### config.mk
export PLATFORM = sky130hd
export DESIGN_NAME = cordic_cosine_iter
export DESIGN_NICKNAME = d
export VERILOG_FILES = /design/src/rtl/cordic_pkg.sv /design/src/rtl/cordic_micro_rot.sv /design/src/rtl/cordic_cosine_iter.sv
export SDC_FILE = /design/constraint.sdc
export NUM_CORES = 1
export LEC_CHECK = 0
export ABC_AREA = 1
export BUFFER_PORTS_ARGS = -buffer_cell sky130_fd_sc_hd__buf_2
export CAP_MARGIN = 20
export CORE_UTILIZATION = 45
export CTS_CLUSTER_DIAMETER = 80
export DETAILED_ROUTE_END_ITERATION = 8
export PLACE_DENSITY_LB_ADDON = 0.05
export SLEW_MARGIN = 20
export SYNTH_ARGS = -nofsm -noshare
export SYNTH_HDL_FRONTEND = slang
export SYNTH_HIERARCHICAL = 1
export SYNTH_SLANG_ARGS = --single-unit
### constraint.sdc
create_clock -name clk -period 5.34 [get_ports clk]
set_input_delay 0 -clock clk [delete_from_list [all_inputs] [get_ports clk]]
set_output_delay 0 -clock clk [all_outputs]
set_load 0.02 [all_outputs]
### src/rtl/cordic_pkg.sv
// Shared constants and types for the iterative CORDIC cosine unit.
// Table entries are round(atan(2^-i) * 2^20).
package cordic_pkg;

    localparam int DATA_W_DEF = 22;
    localparam int FRAC_W_DEF = 20;
    localparam int TBL_FRAC   = 20;
    localparam int K_Q20      = 636751;

    localparam int ATAN_TBL [21] = '{
        823550, 486170, 256879, 130396, 65451, 32757, 16383, 8192,
        4096,   2048,   1024,   512,    256,   128,   64,    32,
        16,     8,      4,      2,      1
    };

    typedef enum logic [1:0] {
        IDLE,
        RUN,
        DONE
    } state_t;

endpackage

### src/rtl/cordic_micro_rot.sv
// One combinational rotation-mode CORDIC step.
// The sign of z selects the rotation direction.
module cordic_micro_rot #(
    parameter int DATA_W = 22
) (
    input  logic signed [DATA_W-1:0] x,
    input  logic signed [DATA_W-1:0] y,
    input  logic signed [DATA_W-1:0] z,
    input  logic        [4:0]        i,
    input  logic signed [DATA_W-1:0] atan_i,
    output logic signed [DATA_W-1:0] x_nxt,
    output logic signed [DATA_W-1:0] y_nxt,
    output logic signed [DATA_W-1:0] z_nxt
);

    logic signed [DATA_W-1:0] x_sh;
    logic signed [DATA_W-1:0] y_sh;
    logic                     pos;

    assign x_sh = x >>> i;
    assign y_sh = y >>> i;
    assign pos  = ~z[DATA_W-1];

    // Sums wrap at DATA_W; range is safe for the angles this unit accepts
    assign x_nxt = pos ? (x - y_sh)   : (x + y_sh);
    assign y_nxt = pos ? (y + x_sh)   : (y - x_sh);
    assign z_nxt = pos ? (z - atan_i) : (z + atan_i);

endmodule

### src/rtl/cordic_cosine_iter.sv
// Iterative CORDIC cos(z) with start/done handshake gated by clk_en.
// Define CORDIC_SIN_OUT_EN to also expose sin_out from the y path.
module cordic_cosine_iter
    import cordic_pkg::*;
#(
    parameter int DATA_W     = DATA_W_DEF,
    parameter int FRAC_W     = FRAC_W_DEF,
    parameter int ITERATIONS = 16
) (
    input  logic              clk,
    input  logic              reset,
    input  logic              clk_en,
    input  logic              start,
    input  logic [DATA_W-1:0] angle_in,
    output logic              done,
    output logic              busy,
    output logic [DATA_W-1:0] cos_out
`ifdef CORDIC_SIN_OUT_EN
    ,
    output logic [DATA_W-1:0] sin_out
`endif
);

    localparam logic signed [DATA_W-1:0] K_INIT = DATA_W'(K_Q20 >>> (TBL_FRAC - FRAC_W));
    localparam logic [4:0] LAST_ITER = 5'(ITERATIONS - 1);

    state_t state, state_nxt;
    logic signed [DATA_W-1:0] x, y, z;
    logic signed [DATA_W-1:0] x_nxt, y_nxt, z_nxt;
    logic signed [DATA_W-1:0] atan_i;
    logic        [4:0]        iter;
    logic                     load, step, last;

    assign atan_i = DATA_W'(ATAN_TBL[iter] >>> (TBL_FRAC - FRAC_W));
    assign last   = (iter == LAST_ITER);

    cordic_micro_rot #(.DATA_W(DATA_W)) u_rot (
        .x      (x),
        .y      (y),
        .z      (z),
        .i      (iter),
        .atan_i (atan_i),
        .x_nxt  (x_nxt),
        .y_nxt  (y_nxt),
        .z_nxt  (z_nxt)
    );

    always_comb begin
        state_nxt = state;
        load      = 1'b0;
        step      = 1'b0;
        case (state)
            IDLE: begin
                if (start) begin
                    load      = 1'b1;
                    state_nxt = RUN;
                end
            end
            RUN: begin
                step = 1'b1;
                if (last) state_nxt = DONE;
            end
            DONE: begin
                // Back-to-back: a start seen while done is up is accepted
                if (start) begin
                    load      = 1'b1;
                    state_nxt = RUN;
                end else begin
                    state_nxt = IDLE;
                end
            end
            default: state_nxt = IDLE;
        endcase
    end

    always_ff @(posedge clk or posedge reset) begin
        if (reset) begin
            state   <= IDLE;
            x       <= '0;
            y       <= '0;
            z       <= '0;
            iter    <= '0;
            cos_out <= '0;
`ifdef CORDIC_SIN_OUT_EN
            sin_out <= '0;
`endif
        end else if (clk_en) begin
            state <= state_nxt;
            if (load) begin
                x    <= K_INIT;
                y    <= '0;
                z    <= angle_in;
                iter <= '0;
            end else if (step) begin
                x    <= x_nxt;
                y    <= y_nxt;
                z    <= z_nxt;
                iter <= iter + 5'd1;
            end
            if (step && last) begin
                cos_out <= x_nxt;
`ifdef CORDIC_SIN_OUT_EN
                sin_out <= y_nxt;
`endif
            end
        end
    end

    assign done = (state == DONE);
    assign busy = (state != IDLE);

endmodule

Word level (Yosys, flattened, before mapping)
Memories as Yosys holds them, arrays and structs flattened.
Cells that the tools add are included.
{"block": "word_totals", "ff_bits": 95, "romBits": 1024, "in_bits": 26, "output_inout_bits": 24, "word_cells": 51, "memories": 1}
{"name": "(name not given)", "depth": 32, "word_bits": 32, "rd": 1, "rd_ports_with_merged_regs": 0, "wr": 0, "line_no": "cordic_cosine_iter.sv:34", "text": "assign atan_i = DATA_W'(ATAN_TBL[iter] >>> (TBL_FRAC - FRAC_W));"}
{"block": "classes", "add_sub_neg": 7, "order_cmp": 1, "eq_ne": 5, "n_shift": 2, "mux": 20, "bitwise_logic": 1, "n_reduce_logical": 8}
{"op": "two-way mux 22 bit", "count": 11}
{"op": "adder 22 bit", "count": 3}
{"op": "subtractor 22 bit", "count": 3}
{"op": ">>> shifter 22 x 5 -> 22 bit", "count": 2}
{"op": "two-way mux 5 bit", "count": 2}
{"op": ">= comparator 6 bit (second input constant)", "count": 1}
{"op": "inverter 5 -> 6 bit", "count": 1}
{"op": "case mux 2 bit (3 select lines)", "count": 1}
{"op": "adder 5 x 1 -> 5 bit (second input constant)", "count": 1}
{"op": "equality test 5 x 4 -> 1 bit (second input constant)", "count": 1}
{"op": "two-way mux 1 bit", "count": 4}
{"op": "two-way mux 2 bit", "count": 2}
{"op": "inequality test 2 bit (second input constant)", "count": 2}
{"op": "AND reduction 2 bit", "count": 2}
{"op": "nonzero test 2 bit", "count": 2}
{"op": "AND reduction 3 bit", "count": 1}
{"op": "equality test 2 x 1 -> 1 bit (second input constant)", "count": 1}
{"op": "equality test 2 bit (second input constant)", "count": 1}
{"op": "zero test 2 bit", "count": 1}
{"op": "OR reduction 2 bit", "count": 1}
{"op": "logical AND 1 bit", "count": 1}

Logic depth before layout (Yosys ltp)
{"block": "logic_depth", "ltp_word": 8, "mapped_depth": 35, "ltp_nobuf": 33}

Hierarchy
The synthesis kept the hierarchy.
{"mod": "cordic_micro_rot", "n_inst": 1, "cells_per_inst": 1251, "area_each_um2": 6680.2, "seq_area_each_um2": 0.0}
{"mod": "cordic_cosine_iter", "n_inst": 1, "cells_per_inst": 532, "area_each_um2": 4449.3, "seq_area_each_um2": 2377.3}

Worst setup path after synthesis
Ideal clock, no wire load.
{"block": "synth_path", "kind": "register to register", "start": "register iter[0]", "end": "register z[21]", "setup_time_ps": 116, "arrival_time_ps": 3959, "required_ps": 5224, "setup_slack_ps": 1264, "path_stages_with_launch": 26, "n_path_buf": 0, "period_less_slack_ps": 4076, "path_cell_list": "dfrtp_1 -> inv_1 -> ha_1 -> inv_1 -> nand2_1 -> nand3_1 -> o21ai_0 -> nor2_1 -> inv_1 -> nor3_1 -> nand3_1 -> nor2_1 -> nand2_1 -> o31ai_1 -> o21ai_0 -> xor2_1 -> ha_1 -> inv_1 -> nor3_1 -> nand2_1 -> o311ai_0 -> xnor2_1 -> nand2_1 -> nand2_1 -> nand2_1 -> nand2_1"}
{"block": "synth_between", "elab_chain_len": 8, "word_cells_on_any_way": 9, "classes_between": "add/sub: 2; mux: 5; bitwise: 1; memory: 1"}
{"item": "from (decl)", "line_no": "cordic_cosine_iter.sv:31", "text": "logic [4:0] iter;"}
{"item": "from (signal assigned)", "line_no": "cordic_cosine_iter.sv:98", "text": "iter <= iter + 5'd1;"}
{"item": "inverter 5 -> 6 bit (implied by the code) (*)", "line_no": "cordic_cosine_iter.sv:34"}
{"item": "memory (32 x 32 bit) (*)"}
{"item": "two-way mux 22 bit (implied by the code) (*) (2 in a row)", "line_no": "cordic_cosine_iter.sv:34"}
{"item": "named net atan_i[6]", "line_no": "cordic_cosine_iter.sv:30", "text": "logic signed [DATA_W-1:0] atan_i;"}
{"item": "subtractor 22 bit / adder 22 bit (equally long branches)", "line_no": "cordic_micro_rot.sv:27", "text": "assign z_nxt = pos ? (z - atan_i) : (z + atan_i);"}
{"item": "two-way mux 22 bit (*)", "line_no": "cordic_micro_rot.sv:27"}
{"item": "named net z_nxt[21]", "line_no": "cordic_cosine_iter.sv:29", "text": "logic signed [DATA_W-1:0] x_nxt, y_nxt, z_nxt;"}
{"item": "two-way mux 22 bit (*)", "line_no": "cordic_cosine_iter.sv:94", "text": "end else if (step) begin"}
{"item": "two-way mux 22 bit (*)", "line_no": "cordic_cosine_iter.sv:89", "text": "if (load) begin"}
{"item": "to (signal assigned)", "line_no": "cordic_cosine_iter.sv:92", "text": "z <= angle_in;"}
{"item": "to (signal assigned)", "line_no": "cordic_cosine_iter.sv:97", "text": "z <= z_nxt;"}
{"item": "to (decl)", "line_no": "cordic_cosine_iter.sv:28", "text": "logic signed [DATA_W-1:0] x, y, z;"}
The timed path passes the listed nets; every way through them passes the cells marked *. The select of a mux whose other input is x is not followed.
A chain may end at the register's enable or synchronous reset.

Worst setup path after layout
{"block": "layout_path", "start": "register iter[1]", "end": "register x[21]"}
{"block": "layout_between", "elab_chain_len": 5, "word_cells_on_any_way": 6, "classes_between": "add/sub: 2; shift: 1; mux: 3"}
{"item": ">>> shifter 22 x 5 -> 22 bit (*)", "line_no": "cordic_micro_rot.sv:21", "text": "assign y_sh = y >>> i;"}
{"item": "subtractor 22 bit / adder 22 bit (equally long branches)", "line_no": "cordic_micro_rot.sv:25", "text": "assign x_nxt = pos ? (x - y_sh) : (x + y_sh);"}
{"item": "two-way mux 22 bit (*)", "line_no": "cordic_micro_rot.sv:25"}
{"item": "named net x_nxt[21]", "line_no": "cordic_cosine_iter.sv:29"}
{"item": "two-way mux 22 bit (*)", "line_no": "cordic_cosine_iter.sv:94"}
{"item": "two-way mux 22 bit (*)", "line_no": "cordic_cosine_iter.sv:89"}
{"item": "to (signal assigned)", "line_no": "cordic_cosine_iter.sv:95", "text": "x <= x_nxt;"}
{"item": "to (decl)", "line_no": "cordic_cosine_iter.sv:28"}
Marked as above.

==> run metrics <==
status=finished, final reports clean; row cnt=57; Seq cells post-synth=95; area grow syn2layout=8.49%; CTS resizes=0; DP HPWL=roughly 25000 um; DR DRC count=0; worst clock skew=between 0.015 and 0.02 ns; Initial Util=0.458; Hold Buf Count CTS=25; gr ovfl total=0; Worst setup SP type=flip-flop; R2R cell count=27; syn_area_per_cell=~6.2 um^2; Post-Syn Area=11100 um^2; asr flop ratio synth=1.00; first-pass GRT wire length=54200 um; FF-to-FF setup slack=0.49 ns; worst skew pair latency=0.37 ns; fin nets=slightly below 2000; worst-case clock buffer depth=2; H-tree depth=3; unrepaired setup endpoints after global routing=false; die width=159 um; Final Max Slew Viols=0; drt total wl=between 30000 and 40000 um; post-route minimum period=a little under 5 ns; beginning of the critical path=iter[1]$_DFFE_PP0P_; Sequential cell area=approximately 2400 um^2; Fill cells=2599; Tightest Hold Check Type=in2async; Seq/Total Area, Yosys=0.214; pin slew with the least headroom to its limit=between 0.7 and 0.8 ns; area of the multi-input gates=7830 um^2; clk root buf=clkbuf_16; Distinct cells, synth=50; ratio of final minimum period to clock period=0.909; kind of critical path=reg2reg; number of synthesized flops with an enable pin=0; CTS tree=yes; GPL Wtd Cong=roughly 1.0; final hold violations=0; f_max=0.206 GHz; Worst-path clk slew=0.09 ns; Setup crit end kind=flip-flop; Via-to-Cell Ratio=5.34; pin count of the biggest net entering global routing=59; DR pass1 iterations=7; Synth Instances=1783; Setup-failing EPs final=0; reg2reg end=x[21]$_DFFE_PP0P_; vias=11471; WP data required=5.62 ns; drt initial violations=913; r2r startpoint=iter[1]$_DFFE_PP0P_; clk sinks=95; wire length per cell=about 15 um; initial antenna violation count=0; ANT cells=0; Core Area=24300 um^2; I/O Pins=50; critical path arrival=5.13 ns; Ys Warns=6; number of global-route vias before repair=10663; PortBufs=49; Worst Path Max Fanout=33; Die Area=25400 um^2; antenna-violating nets left=0; Die H=159 um; gr usage total=0.262; main flop type after synthesis=dfrtp_1; # Post-CTS Setup Buffers=0; layout cells sized above 1=0.0839; Max-Cap Viols=0; post-route setup TNS=0 ns; Slew headroom=0.477; total CTS buffers=9
-- per-stage QoR --
step                hold WS (ns)  worst slack [ns]  utilization  area [um^2]  cells
finish                     0.222             0.486        0.496        12100   2148
CTS                        0.230             0.559        0.496        12100   2148
global placement          0.0789             0.645        0.474        11500   2107
detailed placement        0.0874             0.613        0.474        11500   2107
global route               0.283            0.0582        0.496        12100   2148
floorplan                 0.0964              1.26            -        11100   1785
-- layer usage --
| metal | part of all wire | vias to the layer above | track usage |
|---|---|---|---|
| li1 | - | 5870 | - |
| met1 | 0.46 | 5268 | 0.343 |
| met2 | 0.49 | 292 | 0.464 |
| met3 | 0.041 | 41 | 0.0237 |
| met4 | 0.017 | 0 | 0.0612 |
| met5 | 0 | - | 0 |
-- kinds of logic (layout without fill, tap and decap cells) --
family | count (synthesis) | after routing | share of synthesized area
XOR/XNOR | 107 | 107 | 0.0842
adder cells (fa/ha/maj) | 84 | 84 | 0.0965
AO/OA/AOI/OAI | 249 | 249 | 0.130
AND/OR/NAND/NOR | 1046 | 1046 | 0.392
flip-flops | 95 | 95 | 0.214
other | 1 | 3 | 0.000337
buffers and inverters | 201 | 240 | 0.0834
-- cells in the final DEF (no fill, tap or decap), drive strengths merged, types with 4 or more instances in the layout --
cell type    count
nand2          699
o211ai           9
dfrtp           95
clkinv           4
dlygate4sd3     25
o21bai           5
nand3          190
inv            135
clkbuf           9
xor2            71
o31ai            7
o21ai          102
nor4             5
xnor2           36
a31oi            9
a21o             7
ha              81
nor3            17
nor2           118
buf             66
a21oi          101
nand4           10
-- registers in the layout (all words and copies together), names as in the netlist --
| signal | cells |
|---|---|
| cos_out | 22 |
| iter | 5 |
| state | 2 |
| x | 22 |
| y | 22 |
| z | 22 |
-- synth_stat cells (all sizes together), types with 9 or more instances --
cell type / count / area (um^2)
o211ai: 9 / 67.6
ha: 81 / 1010
xor2: 71 / 622
o21ai: 102 / 597
nor3: 17 / 96.4
nand4: 10 / 62.6
a31oi: 9 / 56.3
clkbuf: 14 / 52.6
xnor2: 36 / 315
nand2: 699 / 2660
dfrtp: 95 / 2380
inv: 132 / 505
nor2: 118 / 480
buf: 54 / 367
a21oi: 101 / 521
nand3: 190 / 983
-- cell type report --
type,instances,share of cell area
Tap cell,324,0.0336
Clock buffer,9,0.0187
Timing Repair Buffer,91,0.0537
Multi-Input combinational cell,1489,0.649
Sequential cell,95,0.197
Clock inverter,7,0.00601
Inverter,133,0.0424
-- critical path: stages (launching register included) --
cell	delay, ns
dfrtp_1	0.39
buf_4	0.23
inv_2	0.21
buf_12	0.22
nand3_1	0.10
nand2_1	0.10
nand2_1	0.05
nand2_1	0.11
o21ai_1	0.09
a21oi_2	0.26
ha_1	0.21
nand3_1	0.15
nor2_2	0.28
a21oi_1	0.12
xor2_1	0.16
ha_1	0.36
nand2_1	0.12
nor4_1	0.51
nand4_1	0.18
nand3_1	0.22
nand3_1	0.10
nand2_1	0.11
a21oi_1	0.11
inv_1	0.06
nand3_1	0.06
nand2_1	0.07
inv_1	0.05
o21ai_1	0.12
-- worst max path at each step --
stage / to / slack [ns] / depth (start not counted)
3_5_place_dp: x[21]$_DFFE_PP0P_ / 0.61 / 27
4_1_cts: x[21]$_DFFE_PP0P_ / 0.56 / 27
5_1_grt: x[16]$_DFFE_PP0P_ / 0.06 / 26
3_3_place_gp: x[21]$_DFFE_PP0P_ / 0.64 / 27
6_report: x[21]$_DFFE_PP0P_ / 0.49 / 27
2_1_floorplan: z[21]$_DFFE_PP0P_ / 1.26 / 25
Power is not shown: default switching activity piles up to over one toggle a cycle in this logic, so the estimate is an artifact.
